--- src/rtl/booth_multiplier_pkg.sv ---
// Shared types and constants for the sequential radix-2 Booth multiplier.
package booth_pkg;

   typedef enum logic {
      IDLE = 1'b0,
      RUN  = 1'b1
   } state_t;

   localparam int DEFAULT_WIDTH = 8;

   // Booth recoding of the pair {Q[0], Q_1}; 00 and 11 leave A untouched
   localparam logic [1:0] ADD = 2'b01;
   localparam logic [1:0] SUB = 2'b10;

endpackage

--- src/rtl/booth_multiplier_if.sv ---
// Start/busy/done handshake and operand/result bus of the Booth multiplier.
interface booth_multiplier_if #(
   parameter int WIDTH = booth_pkg::DEFAULT_WIDTH
);

   logic                      start;
   logic signed [WIDTH-1:0]   multiplicand;
   logic signed [WIDTH-1:0]   multiplier;
   logic                      busy;
   logic                      done;
   logic signed [2*WIDTH-1:0] product;

   modport master (
      output start, multiplicand, multiplier,
      input  busy, done, product
   );

   modport slave (
      input  start, multiplicand, multiplier,
      output busy, done, product
   );

endinterface

--- src/rtl/booth_multiplier_step.sv ---
// One combinational Booth step: conditional add/subtract of M, then an
// arithmetic shift right of {A, Q, Q_1}.
module booth_step
   import booth_pkg::*;
#(
   parameter int WIDTH = DEFAULT_WIDTH
) (
   input  logic signed [WIDTH:0]   a,
   input  logic        [WIDTH-1:0] q,
   input  logic                    q_1,
   input  logic signed [WIDTH:0]   m,
   output logic signed [WIDTH:0]   a_next,
   output logic        [WIDTH-1:0] q_next,
   output logic                    q_1_next
);

   logic signed [WIDTH:0] sum;

   // A is one bit wider than the operands, so A +/- M cannot overflow
   always_comb begin
      sum = a;
      case ({q[0], q_1})
         ADD:     sum = a + m;
         SUB:     sum = a - m;
         default: sum = a;
      endcase
   end

   assign a_next   = {sum[WIDTH], sum[WIDTH:1]};
   assign q_next   = {sum[0], q[WIDTH-1:1]};
   assign q_1_next = q[0];

endmodule

--- src/rtl/booth_multiplier.sv ---
// Sequential radix-2 Booth signed multiplier: one step per clock, WIDTH steps
// per operation, result held until the next completion.
module booth_multiplier
   import booth_pkg::*;
#(
   parameter int WIDTH = DEFAULT_WIDTH
) (
   input  logic              clk,
   input  logic              rst,
   booth_multiplier_if.slave bus
);

   localparam int             CW   = $clog2(WIDTH + 1);
   localparam logic [CW-1:0]  LAST = CW'(WIDTH - 1);

   state_t                    state;
   state_t                    state_next;
   logic signed [WIDTH:0]     a_reg;
   logic signed [WIDTH:0]     m_reg;
   logic        [WIDTH-1:0]   q_reg;
   logic                      q_1_reg;
   logic        [CW-1:0]      count;
   logic                      done_reg;
   logic signed [2*WIDTH-1:0] product_reg;

   logic signed [WIDTH:0]     a_next;
   logic        [WIDTH-1:0]   q_next;
   logic                      q_1_next;

   logic                      load;
   logic                      step;
   logic                      last;

   booth_step #(.WIDTH(WIDTH)) u_step (
      .a        (a_reg),
      .q        (q_reg),
      .q_1      (q_1_reg),
      .m        (m_reg),
      .a_next   (a_next),
      .q_next   (q_next),
      .q_1_next (q_1_next)
   );

   always_ff @(posedge clk or posedge rst) begin
      if (rst) state <= IDLE;
      else     state <= state_next;
   end

   always_comb begin
      state_next = state;
      case (state)
         IDLE:    if (bus.start) state_next = RUN;
         RUN:     if (count == LAST) state_next = IDLE;
         default: state_next = IDLE;
      endcase
   end

   // start is only honoured in IDLE, so a request during RUN is dropped
   always_comb begin
      load = 1'b0;
      step = 1'b0;
      last = 1'b0;
      case (state)
         IDLE:    load = bus.start;
         RUN: begin
            step = 1'b1;
            last = (count == LAST);
         end
         default: ;
      endcase
   end

   always_ff @(posedge clk or posedge rst) begin
      if (rst) begin
         a_reg       <= '0;
         m_reg       <= '0;
         q_reg       <= '0;
         q_1_reg     <= 1'b0;
         count       <= '0;
         done_reg    <= 1'b0;
         product_reg <= '0;
      end else begin
         done_reg <= last;
         if (load) begin
            m_reg   <= {bus.multiplicand[WIDTH-1], bus.multiplicand};
            a_reg   <= '0;
            q_reg   <= bus.multiplier;
            q_1_reg <= 1'b0;
            count   <= '0;
         end else if (step) begin
            a_reg   <= a_next;
            q_reg   <= q_next;
            q_1_reg <= q_1_next;
            count   <= count + CW'(1);
         end
         // The final step's shifted {A, Q} is the product
         if (last) product_reg <= {a_next[WIDTH-1:0], q_next};
      end
   end

   assign bus.busy    = (state == RUN);
   assign bus.done    = done_reg;
   assign bus.product = product_reg;

endmodule

--- src/flat_wrapper.sv ---
// flat-port wrapper written by rule: the top's interface ports become plain ports
module booth_multiplier_flat import booth_pkg::*;
#(
   parameter int WIDTH = DEFAULT_WIDTH
)
  (clk, rst, bus_start, bus_multiplicand, bus_multiplier, bus_busy, bus_done, bus_product);
  booth_multiplier_if #(.WIDTH(WIDTH)) bus_i ();
  input  logic clk;
  input  logic rst;
  input wire logic [$bits(bus_i.start)-1:0] bus_start;
  input wire logic [$bits(bus_i.multiplicand)-1:0] bus_multiplicand;
  input wire logic [$bits(bus_i.multiplier)-1:0] bus_multiplier;
  output wire logic [$bits(bus_i.busy)-1:0] bus_busy;
  output wire logic [$bits(bus_i.done)-1:0] bus_done;
  output wire logic [$bits(bus_i.product)-1:0] bus_product;
  assign bus_i.start = bus_start;
  assign bus_i.multiplicand = bus_multiplicand;
  assign bus_i.multiplier = bus_multiplier;
  assign bus_busy = bus_i.busy;
  assign bus_done = bus_i.done;
  assign bus_product = bus_i.product;
  booth_multiplier #(.WIDTH(WIDTH)) u_core (.clk(clk), .rst(rst), .bus(bus_i));
endmodule
--- config.mk ---
export PLATFORM = sky130hd
export DESIGN_NAME = booth_multiplier_flat
export DESIGN_NICKNAME = d
export VERILOG_FILES = /design/src/rtl/booth_multiplier_pkg.sv /design/src/rtl/booth_multiplier_if.sv /design/src/rtl/booth_multiplier_step.sv /design/src/rtl/booth_multiplier.sv /design/src/flat_wrapper.sv
export SDC_FILE = /design/constraint.sdc
export NUM_CORES = 1
export LEC_CHECK = 0
export CORE_AREA = 2 2 101 54
export DETAILED_ROUTE_END_ITERATION = 6
export DIE_AREA = 0 0 103 56
export GPL_TIMING_DRIVEN = 0
export PLACE_DENSITY = 0.78
export SETUP_SLACK_MARGIN = 0.5
export SKIP_LAST_GASP = 1
export SYNTH_ARGS = -nofsm -noshare
export SYNTH_HDL_FRONTEND = slang
export SYNTH_SLANG_ARGS = --single-unit
--- constraint.sdc ---
create_clock -name clk -period 3 [get_ports clk]
set_input_delay 0.6 -clock clk [delete_from_list [all_inputs] [get_ports clk]]
set_output_delay 0.6 -clock clk [all_outputs]
set_load 0.02 [all_outputs]
==> results.cfg <==
[synthesis]
synth.largest_area_cell = dfrtp_1
synth_cell_types = 46
synth_ff_type = dfrtp_1
ys_ff_latch = 47
yosysWarnings = 0
synth_edf_count = 0
syn-num-nets = 302
synthArstFlopShare_pct = 100
synth_cells = 271
synth_area_leaders = dfrtp_1, nand2_1, ha_1
synth_area_per_cell_um2 = 9.51
yosysSeqAreaShare_pct = 45.7
netlist.area_leader.share_pct = 45.7
synth_area_um2 = 2580

[sta]
drv_slew = 0
worstMarginPinSlew_ns = 0.712
setup_viol = 0
skew_ns = 0.00474
min_period_ns = 2.75
fmax_mhz = 363
rsz0062_at_grt = yes
post-route-period-util_pct = 91.8
timing.final.hold_violations = 0
timing.setup.tns_ns = 0
max_slew_margin_pct = 52.3

[worst_setup_path]
crit_required_ns = 3.20
rr_worst_depth = 15
worstSetupStartpointType = register
cp-end-kind = register
path_max_fanout = 5
worstPathArrival_ns = 2.96
criticalPathCategory = register to register

[floorplanning]
coreArea_um2 = 4820
rows = 18
die_area_um2 = 5770
die_w_um = 103
io_pins = 37
initial_core_util_pct = 53.5
die_h_um = 56

[clocking]
cts_buffers = 5
htree_levels = 2
root_buffer = clkbuf_8
clkSinkCount = 47
clkTransAtPathRegs_ns = 0.10
cts_max_path_buffers = 2
clock_latency_ns = 0.31
cts_tree = done
ctsHoldBuffers = 0

[grt]
met3_usage_pct = 5.15
grt_use_met1_pct = 31.7
grt_pass1_wl_um = 10400
grt_remaining_overflow = 0
grt_max_degree = 40
antenna_found_initial = 0
track_usage_pct = 23.2
met2_usage_pct = 36.4
grt_pass1_vias = 2218
busiest_layer = met2

[flow_run]
max_cap_viol_count = 0

[placement]
dp_hpwl_um = 4140
io_buffers = 35
place_congestion = 0.814

[route]
vias = 2197
routedWlPerCell_um = 15.4
drt_wl_total_um = 6160
viasPerCell = 5.51
postRouteAntennaNets = 0
post-route-drc-count = 0
drt_first_pass_iters = 4
drt_iter0_markers = 128

[layout]
antenna_cells = 0
drive_gt1_share_pct = 19.8
nets = 359
num-fill-cells = 369
area_growth_pct = 31.0
largest_reg_flops = 16

[status]
run_status = finished clean

[hold_path]
hold_path.class = register to register
min_delay_path_depth = 2
[stage by stage]
| stage | util (%) | hold slack, ns | std cells | area, um^2 | worst slack (ns) |
|---|---|---|---|---|---|
| 2_1_floorplan | - | 0.453 | 271 | 2590 | 0.442 |
| 3_3_place_gp | 62.7 | 0.460 | 376 | 3020 | 0.214 |
| 3_5_place_dp | 63.2 | 0.462 | 377 | 3040 | 0.192 |
| 4_1_cts | 67.8 | 0.487 | 396 | 3270 | 0.263 |
| 5_1_grt | 70.0 | 0.512 | 399 | 3370 | 0.146 |
| 6_report | 70.0 | 0.486 | 399 | 3370 | 0.247 |
[cell type report]
class                           count  area [um^2]  area share [%]
Inverter                           11         41.3            1.22
Timing Repair Buffer               50          479            14.2
Clock inverter                      3         27.5           0.816
Tap cell                           70         87.6            2.60
Sequential cell                    47         1180            34.9
Clock buffer                        5         68.8            2.04
Multi-Input combinational cell    200         1430            42.3
Buffer                             13         67.6            2.00
[synth_stat cells (2+ instances only)]
library cell and number:
nor4b_1 2, mux2i_1 11, a211oi_1 4, nand3_1 3, xor2_1 2, nor2_1 18
mux2_2 9, buf_2 5, clkbuf_1 7, xnor2_1 9, ha_1 11, nand2b_1 2
or3_1 4, o21ai_1 4, dfrtp_1 47, inv_1 10, o21ai_0 26, nor3_1 5
nand2_1 47, nand3b_1 2, a21oi_1 10, nor3b_1 5, nor2b_1 5
[layout by cell type, fill, tap and decap left out, drive strengths merged, types with 2 or more instances in the layout]
cell           Yosys  final
clkbuf             7     12
nand3              3      3
a211oi             4      4
a21oi             10     10
or3                4      4
nor3               5      5
mux2               9      9
nor3b              6      6
xnor2              9      9
inv               10     12
nor2b              6      6
nand2b             2      2
xor2               2      2
clkdlybuf4s50      0     35
buf                6     21
dfrtp             47     47
o21ai             31     31
nand2             47     47
ha                11     11
mux2i             11     11
nor4b              2      2
nand3b             2      2
nor2              18     18
[logic make-up after synthesis]
kind of cell | share of synthesized area, %
AND/OR/NAND/NOR | 19.4
AO/OA/AOI/OAI | 13.1
flip-flops | 45.7
buffers and inverters | 3.74
multiplexers | 8.21
adder cells (fa/ha/maj) | 6.12
XOR/XNOR | 3.74
[worst max-delay path, cell delays in order, from the launching register on]
cell     delay (ns)
dfrtp_1        0.40
buf_4          0.16
inv_2          0.05
ha_2           0.17
nor3b_4        0.23
nor2_1         0.08
xnor2_1        0.20
ha_1           0.28
buf_4          0.15
buf_4          0.14
nor3_2         0.18
nor2_1         0.09
o41ai_2        0.06
buf_4          0.18
mux2i_1        0.20
nand2_1        0.07
[timing repair]
action	in CTS	in global routing
setup endpoints to repair	10	12
pin swaps	15	10
resized for setup	16	23
setup buffers	11	3
[per-layer routing]
metal  routed length (um)  part of all wire [%]
met1                 2860                    47
met4                   91                   1.5
met5                    0                     0
met3                  337                   5.5
met2                 2860                    46
[worst paths after layout]
| kind | from | slack, ns | endpoint |
|---|---|---|---|
| max in group asynchronous | rst | 2.03 | u_core.m_reg[4]$_DFFE_PP0P_ |
| min | u_core.bus.product[1]$_DFFE_PP0P_ | 0.49 | u_core.bus.product[1]$_DFFE_PP0P_ |
| min reg2reg | u_core.bus.product[1]$_DFFE_PP0P_ | 0.49 | u_core.bus.product[1]$_DFFE_PP0P_ |
| max reg2reg | u_core.m_reg[0]$_DFFE_PP0P_ | 0.25 | u_core.a_reg[6]$_DFFE_PP0P_ |
| max | u_core.m_reg[0]$_DFFE_PP0P_ | 0.25 | u_core.a_reg[6]$_DFFE_PP0P_ |
| min in group asynchronous | rst | 0.51 | u_core.bus.product[1]$_DFFE_PP0P_ |
Power is left out: the tool's default activity adds up to more than one toggle a clock period on the data nets, which glitch-free logic cannot reach.
==> edit, RTL diff (same settings) <==
Reset style: synchronous (`rst`), changed in 2 clocked blocks.
--- a/src/rtl/booth_multiplier.sv
+++ b/src/rtl/booth_multiplier.sv
@@ -41,7 +41,7 @@
       .q_1_next (q_1_next)
    );
 
-   always_ff @(posedge clk or posedge rst) begin
+   always_ff @(posedge clk) begin
       if (rst) state <= IDLE;
       else     state <= state_next;
    end
@@ -70,7 +70,7 @@
       endcase
    end
 
-   always_ff @(posedge clk or posedge rst) begin
+   always_ff @(posedge clk) begin
       if (rst) begin
          a_reg       <= '0;
          m_reg       <= '0;
Formal check against the unedited RTL: differs if rst is asserted again (counterexample within 4 cycles, from zero or initial values and one cycle with rst high); with rst held inactive, the same outputs for 4 cycles.
==> edit against the original RTL <==
  * Design area down 4.0%
  * Worst setup slack improved by 210 ps
  * Sequential share of layout area is 5.3 points lower
  * Wire length grew 3.9%
  * Critical path depth shrank 5
  * Synthesized cell count up 2.2%
  * Sequential cell count stayed put
  * Area after synthesis decreased by 7.9%
  * Highest routed layer unchanged
Power is left out: it rests on default switching activity, and per cell area and clock period it moved more than threefold.
==> edit: results (changes against the original RTL) <==
- DR pass1 iterations: 4 (unchanged)
- Synth Area in Compound Gates: 0.190 (+0.0592)
- Synth warn: 0 (unchanged)
- Vias in the first global route: 2,197 (-0.95%)
- DP Wirelength: 4470 microns (+8.0%)
- Routed vias: 2,251 (+2.5%)
- Antenna diodes: 0 (unchanged)
- CP Max Fanout: 5 (unchanged)
- Dpl cells: 383 (+1.6%)
- Crit start category: register
- Synth cell count leaders: 47 x dfxtp_1, 37 x nor2_1, 29 x nand2_1
- Min-delay src: u_core.bus.product[14]$_SDFFE_PP0P_
- Buffers on Ports: 36 (+2.9%)
- Cts bufs inserted: 5 (unchanged)
- Post-Syn Nets: 308 (+2.0%)
- 1st-iter DRT viols: 101 (-21%)
- Nets: 368 (+2.5%)
- Top post-synthesis cells by area: dfxtp_1 40%, mux2i_1 6.7%, nor2_1 5.9%
- Clock buffer depth: 2 (unchanged)
- Cell variety after synth: 42 (-8.7%)
- Placer congestion estimate: 0.933 (+15%)
- DR WL/cell: 15.7 microns (+1.6%)
- Synth Area in Adders: 0.0664 (+0.00523)
- Worst slew pin tran: 707 ps (-4.75 ps)
- Layout cells sized above 1: 0.198 (+0.000656)
- Ys async rst share: 0 (-1.00)
- Xor-xnor portion of the synthesized cell area: 0.0480 (+0.0106)
- Post-synthesis mux area share: 0.0801 (-0.00195)
- Vias per cell: 5.52 (+0.20%)
- R2R Path Start: u_core.q_1_reg$_SDFFE_PP0P_
- Sequential share of the synthesized area: 0.396 (-0.0601)
- GRT Overall Usage: 0.231 (-0.000881)
- First-pass GRT wire length: 10,400 microns (+0.73%)
- Clk_skew: 7.85 ps (+3.10 ps)
- Status: finished, final reports clean
- Clock Pin Slew Worst Setup and Hold Paths: ~90 ps
- Largest net degree at the start of global routing: 16 (-60%)
- Endpoint arrival time on the critical path: 2740 ps (-220 ps)
- Post-synthesis cell count: 277 (+2.2%)
edit: cell types whose count changed in the layout (fill, tap and decap cells not counted), moves of 9 or more:
cell	unedited run	this run
dfrtp_1	47	0
dfxtp_1	0	41
nand2_1	45	28
nor2_1	17	34
a21oi_1	6	22
a22o_1	1	10
edit: path summary, 6_finish.rpt:
path | endpoint | slack [ps] | cells past startpoint
worst max register to register | u_core.a_reg[6]$_SDFFE_PP0P_ | 450 | 10
worst min-delay path | u_core.bus.product[14]$_SDFFE_PP0P_ | 470 | 2
worst min register to register | u_core.bus.product[14]$_SDFFE_PP0P_ | 470 | 2
worst max-delay path | u_core.a_reg[6]$_SDFFE_PP0P_ | 450 | 10
edit: what timing repair did:
item / 4_1_cts / 5_1_grt
setup buffers: 10 / 7
pin swaps: 10 / 17
endpoints found under the setup margin: 5 / 6
gates cloned: 0 / 0
resized for setup: 22 / 22
edit: final cells by class:
type | instances | area, sq um
tap | 70 | 87.6
fill | 403 | 1580
sequential | 47 | 956
buffer | 16 | 77.6
clock inverter | 2 | 16.3
timing repair buffer | 53 | 495
inverter | 11 | 41.3
clock buffer | 6 | 82.6
multi-input combinational | 203 | 1480
edit: layer usage:
layer / wire length (microns) / global-route usage
met2: 3020 / 0.374
met4: 94 / 0.0677
met3: 285 / 0.0339
met5: 0 / 0
met1: 2990 / 0.318
edit: cells by family after synthesis:
group,count (synthesis)
buf+inv,27
flops,47
simple gates,90
xor+xnor,13
compound gates,70
mux,18
fa+ha+maj,12
edit: through the flow:
stage	util	setup slack [ps]	cell area (sq um)
6_report	0.672	455	3240
5_1_grt	0.672	345	3240
4_1_cts	0.644	392	3100
3_5_place_dp	0.587	34.4	2830
3_3_place_gp	0.587	76.0	2830
2_1_floorplan	-	503	2380
edit: worst max-delay path: stages (launching register included):
cell and delay [ps]:
dfxtp_2 340, inv_2 40, ha_4 150, buf_8 130, mux2i_4 190, ha_1 290, nor2b_4 130, o31a_1 300
or4_4 450, o311ai_4 310, o31ai_1 100
